$ cat src/rtl/bn_pkg.sv
// Batch-norm parameter codes, loader FSM states
// and the legality check shared with the datapath.
package bn_pkg;

  localparam logic [3:0] BN_X1 = 4'b0100;
  localparam logic [3:0] BN_X8 = 4'b0011;
  localparam logic [3:0] BN_IDENTITY = BN_X1;

  localparam logic [3:0] BN_INV0 = 4'b0000;
  localparam logic [3:0] BN_INV1 = 4'b0111;
  localparam logic [3:0] BN_INV2 = 4'b1011;
  localparam logic [3:0] BN_INV3 = 4'b1111;

  // Widest addend the check accepts; callers
  // zero-extend, only "is zero" matters here.
  localparam int BN_MAX_ADDEND_W = 16;

  typedef enum logic [1:0] {
    ST_IDLE,
    ST_SHIFT,
    ST_CHECK,
    ST_WAIT_LOW
  } bn_state_t;

  function automatic logic bn_param_valid(
    input logic [3:0] factor,
    input logic [BN_MAX_ADDEND_W-1:0] addend
  );
    logic ok;
    ok = 1'b1;
    case (factor)
      BN_INV0, BN_INV1,
      BN_INV2, BN_INV3: ok = 1'b0;
      BN_X8: ok = (addend == '0);
      default: ok = 1'b1;
    endcase
    return ok;
  endfunction

endpackage

$ cat src/rtl/bn_param_loader_if.sv
// Serial load strobe/data, table read port
// and loader status for bn_param_loader.
interface bn_param_loader_if #(
  parameter int ADDR_WIDTH = 2,
  parameter int ADDEND_WIDTH = 5
);

  logic load_en;
  logic load_data;
  logic [ADDR_WIDTH-1:0] rd_addr;
  logic [3:0] bn_factor;
  logic [ADDEND_WIDTH-1:0] bn_addend;
  logic busy;
  logic load_done;
  logic load_error;

  modport master (
    output load_en,
    output load_data,
    output rd_addr,
    input bn_factor,
    input bn_addend,
    input busy,
    input load_done,
    input load_error
  );

  modport slave (
    input load_en,
    input load_data,
    input rd_addr,
    output bn_factor,
    output bn_addend,
    output busy,
    output load_done,
    output load_error
  );

endinterface

$ cat src/rtl/bn_param_table.sv
// Per-neuron factor/addend registers, reset to
// identity, one write port, combinational read.
module bn_param_table
  import bn_pkg::*;
#(
  parameter int NEURONS = 4,
  parameter int ADDR_WIDTH = 2,
  parameter int ADDEND_WIDTH = 5
) (
  input  logic clk,
  input  logic reset,
  input  logic i_we,
  input  logic [ADDR_WIDTH-1:0] i_waddr,
  input  logic [3:0] i_wfactor,
  input  logic [ADDEND_WIDTH-1:0] i_waddend,
  input  logic [ADDR_WIDTH-1:0] i_raddr,
  output logic [3:0] o_rfactor,
  output logic [ADDEND_WIDTH-1:0] o_raddend
);

  logic [3:0] r_factor [NEURONS];
  logic [ADDEND_WIDTH-1:0] r_addend [NEURONS];

  // Entry storage; reset restores x1 pass-through.
  always_ff @(posedge clk or posedge reset) begin
    if (reset) begin
      for (int i = 0; i < NEURONS; i++) begin
        r_factor[i] <= BN_IDENTITY;
        r_addend[i] <= '0;
      end
    end else if (i_we) begin
      r_factor[i_waddr] <= i_wfactor;
      r_addend[i_waddr] <= i_waddend;
    end
  end

  assign o_rfactor = r_factor[i_raddr];
  assign o_raddend = r_addend[i_raddr];

endmodule

$ cat src/rtl/bn_param_loader.sv
// Serial frame receiver: shifts addr/factor/addend
// in MSB-first, commits only legal pairs to the table.
module bn_param_loader
  import bn_pkg::*;
#(
  parameter int NEURONS = 4,
  parameter int ADDR_WIDTH = 2,
  parameter int ADDEND_WIDTH = 5
) (
  input logic clk,
  input logic reset,
  bn_param_loader_if.slave bus
);

  localparam int FRAME_LEN = ADDR_WIDTH + 4 + ADDEND_WIDTH;
  localparam int CNT_W = $clog2(FRAME_LEN + 1);

  bn_state_t r_state;
  bn_state_t w_state_nxt;
  logic [FRAME_LEN-1:0] r_shift;
  logic [FRAME_LEN-1:0] w_shift_nxt;
  logic [CNT_W-1:0] r_cnt;
  logic [CNT_W-1:0] w_cnt_nxt;
  logic r_done;
  logic r_err;
  logic w_done_nxt;
  logic w_err_nxt;
  logic w_we;
  logic w_valid;

  logic [ADDR_WIDTH-1:0] w_addr;
  logic [3:0] w_factor;
  logic [ADDEND_WIDTH-1:0] w_addend;

  assign w_addr = r_shift[FRAME_LEN-1 -: ADDR_WIDTH];
  assign w_factor = r_shift[ADDEND_WIDTH +: 4];
  assign w_addend = r_shift[ADDEND_WIDTH-1:0];
  assign w_valid = bn_param_valid(
    w_factor, BN_MAX_ADDEND_W'(w_addend));

  // State, shifter, bit count and status pulses.
  always_ff @(posedge clk or posedge reset) begin
    if (reset) begin
      r_state <= ST_IDLE;
      r_shift <= '0;
      r_cnt <= '0;
      r_done <= 1'b0;
      r_err <= 1'b0;
    end else begin
      r_state <= w_state_nxt;
      r_shift <= w_shift_nxt;
      r_cnt <= w_cnt_nxt;
      r_done <= w_done_nxt;
      r_err <= w_err_nxt;
    end
  end

  // Next-state, shift/count update and commit decision.
  always_comb begin
    w_state_nxt = r_state;
    w_shift_nxt = r_shift;
    w_cnt_nxt = r_cnt;
    w_done_nxt = 1'b0;
    w_err_nxt = 1'b0;
    w_we = 1'b0;
    case (r_state)
      ST_IDLE: begin
        if (bus.load_en) begin
          w_shift_nxt = {{(FRAME_LEN-1){1'b0}}, bus.load_data};
          w_cnt_nxt = CNT_W'(1);
          w_state_nxt = ST_SHIFT;
        end
      end
      ST_SHIFT: begin
        if (bus.load_en) begin
          w_shift_nxt = {r_shift[FRAME_LEN-2:0], bus.load_data};
          w_cnt_nxt = r_cnt + 1'b1;
          if (r_cnt == CNT_W'(FRAME_LEN - 1))
            w_state_nxt = ST_CHECK;
        end else begin
          w_shift_nxt = '0;
          w_cnt_nxt = '0;
          w_err_nxt = 1'b1;
          w_state_nxt = ST_IDLE;
        end
      end
      ST_CHECK: begin
        w_we = w_valid;
        w_done_nxt = w_valid;
        w_err_nxt = !w_valid;
        w_cnt_nxt = '0;
        w_state_nxt = bus.load_en ? ST_WAIT_LOW : ST_IDLE;
      end
      ST_WAIT_LOW: begin
        if (!bus.load_en)
          w_state_nxt = ST_IDLE;
      end
      default: w_state_nxt = ST_IDLE;
    endcase
  end

  bn_param_table #(
    .NEURONS(NEURONS),
    .ADDR_WIDTH(ADDR_WIDTH),
    .ADDEND_WIDTH(ADDEND_WIDTH)
  ) u_table (
    .clk(clk),
    .reset(reset),
    .i_we(w_we),
    .i_waddr(w_addr),
    .i_wfactor(w_factor),
    .i_waddend(w_addend),
    .i_raddr(bus.rd_addr),
    .o_rfactor(bus.bn_factor),
    .o_raddend(bus.bn_addend)
  );

  assign bus.busy = (r_state == ST_SHIFT) || (r_state == ST_CHECK);
  assign bus.load_done = r_done;
  assign bus.load_error = r_err;

endmodule

$ cat src/flat_wrapper.sv
// flat-port wrapper written by rule: the top's interface ports become plain ports
module bn_param_loader_flat import bn_pkg::*;
#(
  parameter int NEURONS = 4,
  parameter int ADDR_WIDTH = 2,
  parameter int ADDEND_WIDTH = 5
)
  (clk, reset, bus_load_en, bus_load_data, bus_rd_addr, bus_bn_factor, bus_bn_addend, bus_busy, bus_load_done, bus_load_error);
  bn_param_loader_if #(.ADDR_WIDTH(ADDR_WIDTH), .ADDEND_WIDTH(ADDEND_WIDTH)) bus_i ();
  input logic clk;
  input logic reset;
  input wire logic [$bits(bus_i.load_en)-1:0] bus_load_en;
  input wire logic [$bits(bus_i.load_data)-1:0] bus_load_data;
  input wire logic [$bits(bus_i.rd_addr)-1:0] bus_rd_addr;
  output wire logic [$bits(bus_i.bn_factor)-1:0] bus_bn_factor;
  output wire logic [$bits(bus_i.bn_addend)-1:0] bus_bn_addend;
  output wire logic [$bits(bus_i.busy)-1:0] bus_busy;
  output wire logic [$bits(bus_i.load_done)-1:0] bus_load_done;
  output wire logic [$bits(bus_i.load_error)-1:0] bus_load_error;
  assign bus_i.load_en = bus_load_en;
  assign bus_i.load_data = bus_load_data;
  assign bus_i.rd_addr = bus_rd_addr;
  assign bus_bn_factor = bus_i.bn_factor;
  assign bus_bn_addend = bus_i.bn_addend;
  assign bus_busy = bus_i.busy;
  assign bus_load_done = bus_i.load_done;
  assign bus_load_error = bus_i.load_error;
  bn_param_loader #(.NEURONS(NEURONS), .ADDR_WIDTH(ADDR_WIDTH), .ADDEND_WIDTH(ADDEND_WIDTH)) u_core (.clk(clk), .reset(reset), .bus(bus_i));
endmodule
$ cat config.mk
export PLATFORM = sky130hd
export DESIGN_NAME = bn_param_loader_flat
export DESIGN_NICKNAME = d
export VERILOG_FILES = /design/src/rtl/bn_pkg.sv /design/src/rtl/bn_param_loader_if.sv /design/src/rtl/bn_param_table.sv /design/src/rtl/bn_param_loader.sv /design/src/flat_wrapper.sv
export SDC_FILE = /design/constraint.sdc
export NUM_CORES = 1
export LEC_CHECK = 0
export ABC_CLOCK_PERIOD_IN_PS = 4300
export BUFFER_PORTS_ARGS = -buffer_cell sky130_fd_sc_hd__buf_2
export CORE_ASPECT_RATIO = 0.8
export CORE_MARGIN = 10
export CORE_UTILIZATION = 30
export DETAILED_ROUTE_END_ITERATION = 10
export PLACE_DENSITY = 0.51
export SLEW_MARGIN = 30
export SYNTH_ARGS = -nofsm -noshare
export SYNTH_HDL_FRONTEND = slang
export SYNTH_SLANG_ARGS = --single-unit
$ cat constraint.sdc
create_clock -name clk -period 4.3 [get_ports clk]
set_input_delay 0.86 -clock clk [delete_from_list [all_inputs] [get_ports clk]]
set_output_delay 0.86 -clock clk [all_outputs]
set_load 0.1 [all_outputs]
Word-level counts from Yosys, hierarchy flattened
Index checks and enable logic that the tools add are counted. W data, S select, Z words.

Add/subtract/negate cells: 1. $lt $le $gt $ge: 3. Eq/ne operators: 11. Multiplexer cells: 28. Bitwise logic cells: 2. Reduce and logical (&&, ||, !) cells: 12.

Operators with widths (count): $mux W11 (2); $pmux W11 S2 (1); $bwmux W20 (1); $mux W4 (5); $bwmux W16 (1); $mux W5 (3); $eq A4 B4 Y1 const B (3); $pmux W4 S3 (1); $bmux W5 S2 (1); $demux W5 S2 (1); $mux W2 (5); $bmux W4 S2 (1); $demux W4 S2 (1); $pmux W2 S4 (1); $ge A3 B3 Y1 const B (2); $not A2 Y3 (2); $logic_not A5 Y1 (1); $add A4 B1 Y4 const B (1); $eq A2 B2 Y1 const B (2); $eq A4 B2 Y1 const B (1); $eq A4 B3 Y1 const B (1); $logic_not A4 Y1 (1); $ne A2 B2 Y1 const B (2); $pmux W1 S2 (2); 13 further kinds (15).

Register bits after elaboration: 55. Bits of input ports: 6. Output and inout port bits: 12. Word-level logic and storage cells: 70.

Depth between registers and ports, before layout
Depth in word-level cells: 6. Mapped depth: 7. Mapped depth without buffers: 6.

Modules after synthesis
From an unflattened synthesis, not the netlist that was laid out.

Cells, all modules: 180. Area, all modules: 2552.4 µm².

Modules (own cells, without submodules): bn_param_table (instances 1, cells each 89, area each 1579.0 µm²); bn_param_loader (instances 1, cells each 91, area each 973.4 µm²).

Worst setup path after synthesis
OpenSTA, ideal clock, no wires.

Path kind: input -> output. Start: input bus_rd_addr[0]. End: output bus_bn_addend[4]. Data arrival time: 2.082 ns. Data required time: 3.440 ns. Slack: 1.358 ns. Stages on the path: 2. Cells stage by stage: clkbuf_1 -> mux4_2.

Longest elaborated chain between the ends: 4.

Ends and longest elaborated chain: from (decl) (line flat_wrapper.sv:14) `input wire logic [$bits(bus_i.rd_addr)-1:0] bus_rd_addr;`; $not A2 Y3 (not written as such) (line bn_param_table.sv:38) `assign o_raddend = r_addend[i_raddr];`; $bmux W5 S2 (line bn_param_table.sv:38); $mux W5 (not written as such) (2 in series) (line bn_param_table.sv:38); to (decl) (line flat_wrapper.sv:16) `output wire logic [$bits(bus_i.bn_addend)-1:0] bus_bn_addend;`.

Every way passes these cells. The select of a mux whose other input is x is not followed.

Final worst setup path
Start: input bus_rd_addr[0]. End: output bus_bn_factor[2].

Longest elaborated chain between the ends: 4.

Ends and longest elaborated chain: $not A2 Y3 (not written as such) (line bn_param_table.sv:37) `assign o_rfactor = r_factor[i_raddr];`; $bmux W4 S2 (line bn_param_table.sv:37); $mux W4 (not written as such) (2 in series) (line bn_param_table.sv:37); to (decl) (line flat_wrapper.sv:15) `output wire logic [$bits(bus_i.bn_factor)-1:0] bus_bn_factor;`.

Every way passes these cells. The select of a mux whose other input is x is not followed.

==> metrics list <==
* Max-Cap Viols: 0
- The number of global-route vias before repair is 1494.
* Final Net Count: 208
- Number of warnings reported in the yosys synthesis log: 0
* Power per cell area: 426 nW/um^2
* TritonCTS clock tree: built
- Share of the synthesized area in the top cell type: 50.2%
- Count of endpoints failing hold in the final timing report: 0
- Worst hold path class: register to register
* Post-Synthesis Cell Area: 2540 sq um
- The H-tree generated during clock tree synthesis spans 2 levels.
- The startpoint identified for the worst hold timing path is u_core.r_cnt[3]$_DFFE_PP0P_.
- Post-route minimum period: 2.86 ns
- Gp weighted congestion: 0.749
- Once detailed placement completed, the half-perimeter wirelength came to 3420 microns.
* Global-route usage over all layers: 8.49%
- For this run, the register share of the synthesized area comes to 54.3%.
- Slew at the pin with the worst max-slew slack: 0.743 ns
- Ys flop type: sky130_fd_sc_hd__dfrtp_1
- FF-to-FF Start: u_core.r_shift[8]$_DFFE_PP0P_
- Counting instances, the worst hold path has a depth of 1.
* Mean instance size in the synthesized netlist: 14.6 sq um
* Clock latency on the worst-skew pair: 0.30 ns
* Post CTS Setup Buffer Count: 0
* Post-CTS sizing: 0
* Area added between synthesis and finish: 12.8%
* Number of enable flip-flop cells after synthesis: 0
- Sorting the synthesized cells by area gives the leading types as sky130_fd_sc_hd__dfrtp_1 (50%), sky130_fd_sc_hd__mux2_2 (12%), sky130_fd_sc_hd__mux4_2 (8.0%), sky130_fd_sc_hd__mux2_4 (5.3%), sky130_fd_sc_hd__dfstp_2 (4.1%).
- Aggregate global routing overflow: 0
- The number of cells on the worst reg-to-reg path is 4.
- Boundary Pins: 18
* Horizontal die dimension: 123 microns
- Die footprint: 12600 sq um
- Data arrival time of the critical path: 2.00 ns
* Worst-path fanout max: 9
- The first global-routing pass estimated 8280 microns of wire.
* Hold bufs inserted after CTS: 0
- The worst hold path terminates at u_core.r_cnt[3]$_DFFE_PP0P_.
- The worst setup path is captured at an output port.
* Post-Syn Nets: 187
- The final route contains 1452 vias.
- Share of final-layout standard cells stronger than drive strength 1: 41.3%
* Number of vias per cell after detailed routing: 4.78
- Across the VDD grid, the largest voltage drop is 0.127 mV.
* Unique masters post-synth: 33
- Number of antenna violations at the first check in global routing: 0
- Based on the critical path, the design can be clocked at up to 349 MHz.
- Clock-pin slew was measured on the worst setup and hold paths at 0.09 ns.
- The commonest cells after synthesis are sky130_fd_sc_hd__dfrtp_1 (51), sky130_fd_sc_hd__mux2_2 (27), sky130_fd_sc_hd__a22o_1 (10).
* I/O Buffers: 17
- The clock net in this run drives a total of 55 sinks.
- The critical path is of the input pin to output port type.
- After detailed routing, the number of remaining DRC violations is 0.
- Critical path startpoint category: input pin
- Floorplan row count: 29
- The worst register-to-register path ends at u_core.u_table.r_addend[15]$_DFFE_PP0P_.
- Number of buffers created by CTS: 5
- Number of buffers between clock root and the deepest sink: 2
- Of all flip-flops after synthesis, the portion carrying an async set or reset was 100%.
- Maximum number of pins on one net before global-route repair: 31
* Lkg Pwr: 1.37 nW
* Antenna cells: 0
* Reg2Reg Setup Slack: 1.79 ns
* First-pass iteration count of the detailed router: 4
- RSZ-0062 raised after global routing: no
* Final sum of negative setup slack: 0 ns
- Initial core utilization: 31.4%
* Number of slew-limit violations in the final report: 0
* Number of instances in the synthesized netlist: 174
* Worst max-slew margin expressed relative to the limit: 49.7%
- In the final routed layout, each cell accounts on average for 16.4 microns.
* Clock root buffer: sky130_fd_sc_hd__clkbuf_8
* Number of nets still failing antenna checks after routing: 0
- Iteration-0 DRC Markers: 123
- Aggregate routed wire length: 4980 microns
* CP required: 3.44 ns
- In this run the standard cell core region covers 8090 sq um.
- Total of endpoints with negative setup slack in the final report: 0
- Flip-flop and latch count after synthesis: 55
- Finished Core Util: 35.5%
- Dividing the final minimum period by the clock period gives 66.6%.
- The run finished with clean final reports.
- Die span in y: 102 microns
- Clk_skew: 0.0107 ns
- Library cell with the highest instance count after synthesis: sky130_fd_sc_hd__dfrtp_1
- Library cell occupying the most area in the post-synthesis netlist: sky130_fd_sc_hd__dfrtp_1
flip-flops by register name (all words and copies together) (netlist names):
register                 cells
u_core.bus.load_done         1
u_core.bus.load_error        1
u_core.r_cnt                 4
u_core.r_shift              11
u_core.r_state               2
u_core.u_table.r_addend     20
u_core.u_table.r_factor     16
kinds of logic (layout without fill, tap and decap cells):
group	count (synthesis)	count (layout)	synth area share [%]
adders and majority gates	7	7	3.44
DFF	55	55	54.3
buffers and inverters	12	34	2.17
muxes	45	45	25.2
AOI/OAI and AO/OA	25	25	7.58
and+or+nand+nor	30	30	7.24
placed cells by master (no fill, tap or decap), drive strengths merged:
cell,netlist,final
dfstp,4,4
o21ai,5,5
nor4b,1,1
nand3b,1,1
nand3,3,3
nor3b,1,1
and2,1,1
a22oi,2,2
nor4bb,1,1
nor4,1,1
or4b,1,1
clkbuf,4,7
buf,3,21
ha,7,7
o2bb2ai,2,2
a22o,10,10
bufinv,0,1
inv,5,5
or4,1,1
a21oi,1,1
dfrtp,51,51
nand2b,3,3
o211ai,1,1
a211oi,2,2
nor3,1,1
o31ai,2,2
nor2b,3,3
nor2,5,5
mux2,36,36
nand2,7,7
mux4,9,9
report_power, final:
group	switching [mW]	internal (mW)	leakage, nW
clock network	0.158	0.175	0.0524
registers	0.0417	0.548	0.747
logic	0.215	0.0840	0.572
total	0.415	0.807	1.37
how the worst max path moves through the flow:
stage	startpoint	endpoint	slack [ns]	cells past startpoint
after floorplan	bus_rd_addr[0]	bus_bn_addend[4]	1.36	2
after global placement	bus_rd_addr[0]	bus_bn_factor[2]	1.43	3
after detailed placement	bus_rd_addr[0]	bus_bn_factor[2]	1.42	3
after CTS	bus_rd_addr[0]	bus_bn_factor[2]	1.41	3
after global routing	bus_rd_addr[0]	bus_bn_factor[2]	1.37	3
final	bus_rd_addr[0]	bus_bn_factor[2]	1.44	3
through the flow:
step,cells,hold slack [ns],setup WS (ns),instance area (sq um),power (mW)
after CTS,304,0.499,1.41,2870,1.24
after global routing,304,0.508,1.37,2870,1.30
final,304,0.496,1.44,2870,1.22
after floorplan,174,0.447,1.36,2540,0.829
after detailed placement,296,0.485,1.42,2760,0.901
after global placement,296,0.479,1.43,2760,0.902
routing by layer:
| layer | wire, microns | vias to the layer above | part of all wire (%) | global-route usage (%) |
|---|---|---|---|---|
| met3 | 221 | 4 | 4.4 | 2.09 |
| met5 | 0 | - | 0 | 0 |
| li1 | - | 682 | - | - |
| met1 | 2510 | 745 | 51 | 12.1 |
| met2 | 2190 | 21 | 44 | 12.2 |
| met4 | 47 | 0 | 0.94 | 2.98 |
worst max-delay path, stage by stage:
cell and delay (ns):
sky130_fd_sc_hd__buf_2 0.28, sky130_fd_sc_hd__mux4_2 0.55, sky130_fd_sc_hd__buf_2 0.31
cell type report:
cell class | count | area [sq um]
Clock buffer | 7 | 76.3
Inverter | 5 | 18.8
Timing Repair Buffer | 21 | 115
Multi-Input combinational cell | 107 | 1110
Tap cell | 108 | 135
Fill cell | 794 | 5220
Sequential cell | 55 | 1380
Clock inverter | 1 | 30.0
Note: power is estimated with default switching activity, not from simulation.
